[src/rtl/mc_arb_pkg.sv]
// Shared types and helpers for the multi-core cache arbiter and its picker.
// Purely declarative, so it adds no latency and has no flow control.
package mc_arb_pkg;

    typedef enum logic [1:0] {IDLE, BUSY, REL} arb_state_e;

    // Width needed to index n items, never narrower than one bit
    function automatic int idx_w(input int n);
        return (n < 2) ? 1 : $clog2(n);
    endfunction

endpackage

[src/rtl/mc_cache_arbiter_rr_picker.sv]
// Round-robin picker: combinational, zero latency; chooses the first request after 'last'.
// It never stalls: valid drops when no request is present and the caller decides whether to accept idx.
module rr_picker #(
    parameter int N  = 4,
    parameter int IW = 2
) (
    input  logic [N-1:0]  req,
    input  logic [IW-1:0] last,
    output logic          valid,
    output logic [IW-1:0] idx
);

    logic [IW-1:0] cand;

    // Walk from the farthest offset back to the nearest so the nearest one wins
    always_comb begin
        valid = 1'b0;
        idx   = '0;
        cand  = '0;
        for (int i = N; i >= 1; i--) begin
            cand = IW'((int'(last) + i) % N);
            if (req[cand]) begin
                valid = 1'b1;
                idx   = cand;
            end
        end
    end

endmodule

[src/rtl/mc_cache_arbiter.sv]
// N-core round-robin front end to one cache port; grant and c_valid one cycle after req, done one cycle after c_ready.
// Cores hold req until done; a stalled cache is aborted after TIMEOUT busy cycles with err, and one idle gap follows every transaction.
module mc_cache_arbiter #(
    parameter int N_CORES = 4,
    parameter int ADDR_W  = 12,
    parameter int DATA_W  = 8,
    parameter int TIMEOUT = 16
) (
    input  logic                        clk,
    input  logic                        rst,
    input  logic [N_CORES-1:0]          req,
    input  logic [N_CORES-1:0]          rw,
    input  logic [N_CORES*ADDR_W-1:0]   addr,
    input  logic [N_CORES*DATA_W-1:0]   wdata,
    output logic [N_CORES-1:0]          gnt,
    output logic [N_CORES-1:0]          done,
    output logic [N_CORES-1:0]          err,
    output logic [DATA_W-1:0]           rdata,
    output logic                        hit,
    output logic                        c_valid,
    output logic                        c_rw,
    output logic [ADDR_W-1:0]           c_addr,
    output logic [DATA_W-1:0]           c_wdata,
    input  logic                        c_ready,
    input  logic                        c_hit,
    input  logic [DATA_W-1:0]           c_rdata
);

    import mc_arb_pkg::*;

    localparam int                 IW       = idx_w(N_CORES);
    localparam int                 CW       = idx_w(TIMEOUT);
    localparam logic [CW-1:0]      CNT_LAST = CW'(TIMEOUT - 1);
    localparam logic [N_CORES-1:0] ONE      = N_CORES'(1);

    arb_state_e    state;
    logic [IW-1:0] last;
    logic [IW-1:0] idx_q;
    logic [CW-1:0] cnt;
    logic          pick_vld;
    logic [IW-1:0] pick_idx;

    rr_picker #(
        .N  (N_CORES),
        .IW (IW)
    ) u_picker (
        .req   (req),
        .last  (last),
        .valid (pick_vld),
        .idx   (pick_idx)
    );

    // done/err are registered, so they appear in the REL cycle on the bit that held gnt
    always_ff @(posedge clk or negedge rst) begin
        if (!rst) begin
            state   <= IDLE;
            last    <= IW'(N_CORES - 1);
            idx_q   <= '0;
            cnt     <= '0;
            gnt     <= '0;
            done    <= '0;
            err     <= '0;
            rdata   <= '0;
            hit     <= 1'b0;
            c_valid <= 1'b0;
            c_rw    <= 1'b0;
            c_addr  <= '0;
            c_wdata <= '0;
        end else begin
            case (state)
                IDLE: begin
                    if (pick_vld) begin
                        state   <= BUSY;
                        idx_q   <= pick_idx;
                        gnt     <= ONE << pick_idx;
                        c_valid <= 1'b1;
                        c_rw    <= rw[pick_idx];
                        c_addr  <= addr[int'(pick_idx)*ADDR_W +: ADDR_W];
                        c_wdata <= wdata[int'(pick_idx)*DATA_W +: DATA_W];
                    end
                end
                BUSY: begin
                    cnt <= cnt + 1'b1;
                    // c_ready takes precedence over a coincident timeout
                    if (c_ready || cnt == CNT_LAST) begin
                        state   <= REL;
                        done    <= gnt;
                        err     <= c_ready ? '0 : gnt;
                        hit     <= c_ready & c_hit;
                        gnt     <= '0;
                        c_valid <= 1'b0;
                        last    <= idx_q;
                        if (c_ready && !c_rw) begin
                            rdata <= c_rdata;
                        end
                    end
                end
                REL: begin
                    state <= IDLE;
                    done  <= '0;
                    err   <= '0;
                    cnt   <= '0;
                end
                default: begin
                    state <= IDLE;
                end
            endcase
        end
    end

endmodule

[config.mk]
export PLATFORM = sky130hd
export DESIGN_NAME = mc_cache_arbiter
export DESIGN_NICKNAME = d
export VERILOG_FILES = /design/src/rtl/mc_arb_pkg.sv /design/src/rtl/mc_cache_arbiter_rr_picker.sv /design/src/rtl/mc_cache_arbiter.sv
export SDC_FILE = /design/constraint.sdc
export NUM_CORES = 1
export LEC_CHECK = 0
export ABC_AREA = 1
export CORE_MARGIN = 5
export CORE_UTILIZATION = 43
export DETAILED_ROUTE_END_ITERATION = 10
export HOLD_SLACK_MARGIN = 0.06
export PLACE_DENSITY = 0.89
export RECOVER_POWER = 25
export SLEW_MARGIN = 5
export SYNTH_ARGS = -nofsm -noshare
export SYNTH_HDL_FRONTEND = slang
export SYNTH_SLANG_ARGS = --single-unit
[constraint.sdc]
create_clock -name clk -period 2.5 [get_ports clk]
set_input_delay 0.5 -clock clk [delete_from_list [all_inputs] [get_ports clk]]
set_output_delay 0.5 -clock clk [all_outputs]
set_load 0.03 [all_outputs]
; Yosys cells after proc, flatten, opt, wreduce, memory -nomap -nowiden
; Index checks and enable logic that the tools add are counted.
[totals]
ff_bits = 53
latch_bits = 0
ram_bits = 0
rom_bits = 0
elab_cells = 78
mem_count = 0
[op_classes]
n_addsub = 5
n_mul = 1
n_div = 0
n_lt_le_gt_ge = 5
eq_ne = 5
n_shift = 3
muxes = 33
bitwise = 1
reduce_logical = 12
[op_table]
columns = cell, count
row1 = $shiftx A48 B7 Y12, 1
row2 = $pmux W4 S2, 4
row3 = $shiftx A32 B6 Y8, 1
row4 = $mux W4, 5
row5 = $lt A2 B3 Y1 const B, 5
row6 = $mux W2, 6
row7 = $mux W1, 11
row8 = $bmux W1 S2, 5
row9 = $reduce_and A2 Y1, 4
row10 = $reduce_and A3 Y1, 2
row11 = $add A2 B1 Y2 const B, 2
row12 = $add A2 B2 Y2 const B, 2
row13 = $add A4 B1 Y4 const B, 1
row14 = $eq A4 B4 Y1 const B, 1
row15 = $mul A2 B2 Y4 const B, 1
row16 = $ne A2 B2 Y1 const B, 2
row17 = $pmux W2 S2, 1
row18 = $reduce_bool A2 Y1, 2
row19 = $shl A1 B2 Y4 const A, 1
row20 = $eq A2 B1 Y1 const B, 1
row21 = $eq A2 B2 Y1 const B, 1
row22 = $logic_not A2 Y1, 1
row23 = $pmux W1 S2, 1
row24 = $and A1 B1 Y1, 1
row25 = 3 further kinds, 3

; Logic depth before layout (Yosys ltp)
[depth]
ltp_word = 10
ltp_mapped = 17
mapped_depth_nobuf = 15

; By module
; Synthesis repeated with hierarchy kept, for this count alone.
[unflattened]
cells_unflattened = 473
hier_area_um2 = 3224.3
[by_module_without_submodules]
columns = mod, instances, cells_per_inst, area_each_um2, seq_area_each_um2
row1 = mc_cache_arbiter, 1, 422, 2977.9, 1328.8
row2 = rr_picker, 1, 51, 246.5, 0.0

; Worst setup path after synthesis
; No wires, ideal clock.
[synth_path]
path_type = flip-flop to flip-flop
startpoint = reg last[0]
endpoint = reg c_rw
setup_ps = 117
t_arrival_ps = 1660
t_required_ps = 2383
path_slack_ps = 723
path_stages_with_launch = 16
path_buffers = 2
period_less_slack_ps = 1777
path_cell_list = dfstp_2 > buf_6 > inv_6 > nand2_1 > nand2_1 > nand2_1 > nand2_1 > inv_2 > nand2_2 > nand2_4 > buf_2 > nand3_1 > nand3_1 > nand2_1 > nand2_1 > nand2_1
[synth_via]
elab_chain_len = 9
elab_cells_between_ends = 23
cone_classes = 4 x add/sub / 18 x mux / 1 x reduce/logical
[synth_lines]
columns = item, line_no
row1 = start: declaration, mc_cache_arbiter.sv:37  ; logic [IW-1:0] last;
row2 = start signal: assignment, mc_cache_arbiter.sv:57  ; last <= IW'(N_CORES - 1);
row3 = start signal: assignment, mc_cache_arbiter.sv:92  ; last <= idx_q;
row4 = $add A2 B1 Y2, mc_cache_arbiter_rr_picker.sv:21  ; cand = IW'((int'(last) + i) % N);
row5 = $bmux W1 S2, mc_cache_arbiter_rr_picker.sv:22  ; if (req[cand]) begin
row6 = $mux W1 (not written as such), mc_cache_arbiter_rr_picker.sv:22
row7 = $mux W2 (4 in a row), mc_cache_arbiter_rr_picker.sv:22
row8 = $bmux W1 S2, mc_cache_arbiter.sv:77  ; c_rw <= rw[pick_idx];
row9 = $mux W1 (not written as such), mc_cache_arbiter.sv:77
row10 = end signal: assignment, mc_cache_arbiter.sv:77
row11 = end: declaration, mc_cache_arbiter.sv:21  ; output logic c_rw,
; Several ways; a longest one is shown, not always the timed one. The select of a mux whose other input is x is not followed.
; A chain may end at the register's enable or synchronous reset.

; Worst setup path after layout
[layout_path]
startpoint = reg last[0]
endpoint = reg c_addr[2]
[layout_via]
elab_chain_len = 9
elab_cells_between_ends = 23
cone_classes = 4 x add/sub / 1 x mul / 1 x shift / 16 x mux / 1 x reduce/logical
[layout_lines]
columns = item, line_no
row1 = $add A2 B1 Y2, mc_cache_arbiter_rr_picker.sv:21
row2 = $bmux W1 S2, mc_cache_arbiter_rr_picker.sv:22
row3 = $mux W1 (not written as such), mc_cache_arbiter_rr_picker.sv:22
row4 = $mux W2 (4 in a row), mc_cache_arbiter_rr_picker.sv:22
row5 = $mul A2 B2 Y4, mc_cache_arbiter.sv:78  ; c_addr <= addr[int'(pick_idx)*ADDR_W +: ADDR_W];
row6 = $shiftx A48 B7 Y12, mc_cache_arbiter.sv:78
row7 = end signal: assignment, mc_cache_arbiter.sv:78
row8 = end: declaration, mc_cache_arbiter.sv:22  ; output logic [ADDR_W-1:0] c_addr,
; Several ways; a longest one is shown, not always the timed one. The select of a mux whose other input is x is not followed.

==> impl_metrics.ini <==
[timing]
relSlewSlack_pct = 14.8
finalHoldViolCount = 0
drv_slew = 0
fmax_mhz = 470
period_needed_ns = 2.13
tns_ns = 0
setup_viol = 0
rsz0062_at_grt = no
fin_crit_sh_pct = 85.2
tightest_slew_ns = 1.28
fin_skew_ns = 0.00846

[drt]
drt_first_iter_violations = 208
dr.pass1.iters = 5
drtAntennaViolNets = 0
wl_um = 10300
route.detailed.drc = 0
route.detailed.wl_per_inst_um = 13.9
avgViaCountPerCell = 4.94
num_vias = 3646

[final_layout]
fill_cells = 651
drive_gt1_share_pct = 7.23
area_growth_pct = 47.5
final_common_cell = nand2_1
final_cell_mix = nand2_1 (219), clkdlybuf4s50_1 (141), nand3_1 (74)
nNetsFinal = 739
diodes = 0

[power]
total_power_mw = 6.91
powerDensity_nw_per_um2 = 1380
ir_drop_v = 0.000618
power.leakage_nw = 2.59

[critical_path]
critPathLaunch = last[0]
cp_common_cell = nand2_1
worstPathRequired_ns = 2.70
crit-reg2reg-capture = c_addr[2]
critPathTopFamily = simple AND/OR/NAND/NOR gates
cp_max_fo = 45
setup.worst_path.class = flip-flop to flip-flop
start_kind = flip-flop
end_kind = flip-flop
arrival_ns = 2.33
slowest_stage = dfstp_2
reg2reg_depth = 15
endpoint = c_addr[2]
critical_path_buf_inv_count = 2
r2r_setup_slack_ns = 0.37
path_cells = inv_6, nand2_1, nand2_1, nand2_1, nand2_1, inv_2, nand2_2, nand2_4, nand2_8, nand2_1, nand2_1, nand2_1, nand2_1, nand2_1, nand2_1
cp.depth = 15
critPathMaxStageDelay_ns = 0.65
r2r-start = last[0]

[flow_run]
maxCapViolCount = 0

[die]
die_h_um = 98.7
ios = 143
die_w_um = 98.7
rows = 32
dieArea_um2 = 9740
core_um2 = 7690
start_util_pct = 44.0

[cts]
cts_root_buf = clkbuf_8
clk_latency_ns = 0.31
clock_sinks = 53
ctsResizeCount = 0
cts_tree = done
postCtsSetupBuffers = 0
h-tree-depth = 2
clockBufferDepth = 2
cts_buffers = 5
clkSlewWorstSetupHoldPaths_ns = 0.10
postCtsHoldBufs = 0

[worst_hold_path]
hp-start = c_wdata[2]
hp-class = flip-flop to flip-flop

[grt]
grt.overflow.total = 0
antenna_found_initial = 0
grt_max_degree = 54
grt_pass1_wl_um = 16700
track_usage_pct = 20.9
grt_pass1_vias = 3570

[status]
outcome = completed

[yosys]
yosys_warnings = 0
synth_cell_types = 29
ys_ff_latch = 53
ys_seq_area_share_pct = 39.3
synthesis.area_um2 = 3380
avgSynthCellArea_um2 = 6.80
syn_nets = 601
synthCells = 497

[place]
io_buffers = 142
place_congestion = 0.879
dp_hpwl_um = 8100
[report_power, final]
part	internal [mW]	switching (mW)	total [mW]
combinational	1.84	3.06	4.91
sequential	1.27	0.246	1.52
clock	0.198	0.287	0.485
total	3.31	3.59	6.91
[cells in the mapped netlist (all sizes together)]
cell	number	share of area [%]
mux2	8	2.7
ha	4	1.5
clkbuf	3	0.44
buf	20	4.0
dfrtp	51	38
inv	72	8.1
xnor2	1	0.26
nand2	227	27
dfstp	2	1.6
a21oi	3	0.44
nand3	75	11
nor2	8	1.1
nor3	2	0.30
o22ai	4	0.74
and2	1	0.26
o21ai	16	2.8
[area by class of cell]
type | instances | area (µm²) | area share [%]
multi-input combinational | 349 | 1630 | 32.6
inverter | 72 | 275 | 5.52
tap | 102 | 128 | 2.56
clock inverter | 2 | 15.0 | 0.301
clock buffer | 6 | 72.6 | 1.45
sequential | 53 | 1330 | 26.6
timing repair buffer | 154 | 1540 | 30.9
[logic make-up (layout without fill, tap and decap cells)]
kind of cell	count (synthesis)	count (layout)	share of synthesized area, %
compound gates	23	23	4.00
xor+xnor	1	1	0.259
fa+ha+maj	4	4	1.48
buf+inv	95	234	12.5
flops	53	53	39.3
mux	8	8	2.66
simple gates	313	313	39.8
[metal layers]
layer  vias up  part of all wire, %  global-route usage (%)
met5         -                    0                       0
met4         0                 0.93                    5.25
met3        10                   10                    4.95
met2       198                   49                    37.2
met1      1643                   40                    25.3
li1       1795                    -                       -
[how the worst min path moves through the flow]
| stage | endpoint | slack [ns] | cells past startpoint |
|---|---|---|---|
| after floorplan | c_addr[0] | 0.20 | 0 |
| after global placement | hit | 0.46 | 2 |
| after detailed placement | c_wdata[2] | 0.47 | 2 |
| after CTS | done[1] | 0.18 | 2 |
| after global routing | c_addr[5] | 0.52 | 2 |
| final | c_wdata[2] | 0.49 | 2 |
[state kept, by name (all words and copies together) (netlist names)]
name / flops
c_addr: 12
c_rw: 1
c_valid: 1
c_wdata: 8
cnt: 4
done: 4
err: 4
gnt: 4
hit: 1
idx_q: 2
last: 2
rdata: 8
state: 2
[worst register-to-register path, delay by kind of cell, from the launching register on]
kind	cells	cell delay (ns)
buffers and inverters	2	0.18
flip-flops	1	0.65
AND/OR/NAND/NOR	13	1.18
[per-stage QoR]
| stage | util [%] | area, µm² | hold WS (ns) | instances | setup WS [ns] |
|---|---|---|---|---|---|
| after floorplan | - | 3380 | 0.204 | 497 | 0.723 |
| after global placement | 64.0 | 4920 | 0.459 | 730 | 0.185 |
| after detailed placement | 64.0 | 4920 | 0.469 | 730 | 0.0927 |
| after CTS | 65.1 | 5000 | 0.184 | 738 | 0.395 |
| after global routing | 64.9 | 4990 | 0.518 | 738 | 0.156 |
| final | 64.9 | 4990 | 0.488 | 738 | 0.371 |
(Power assumes the default switching activity.)
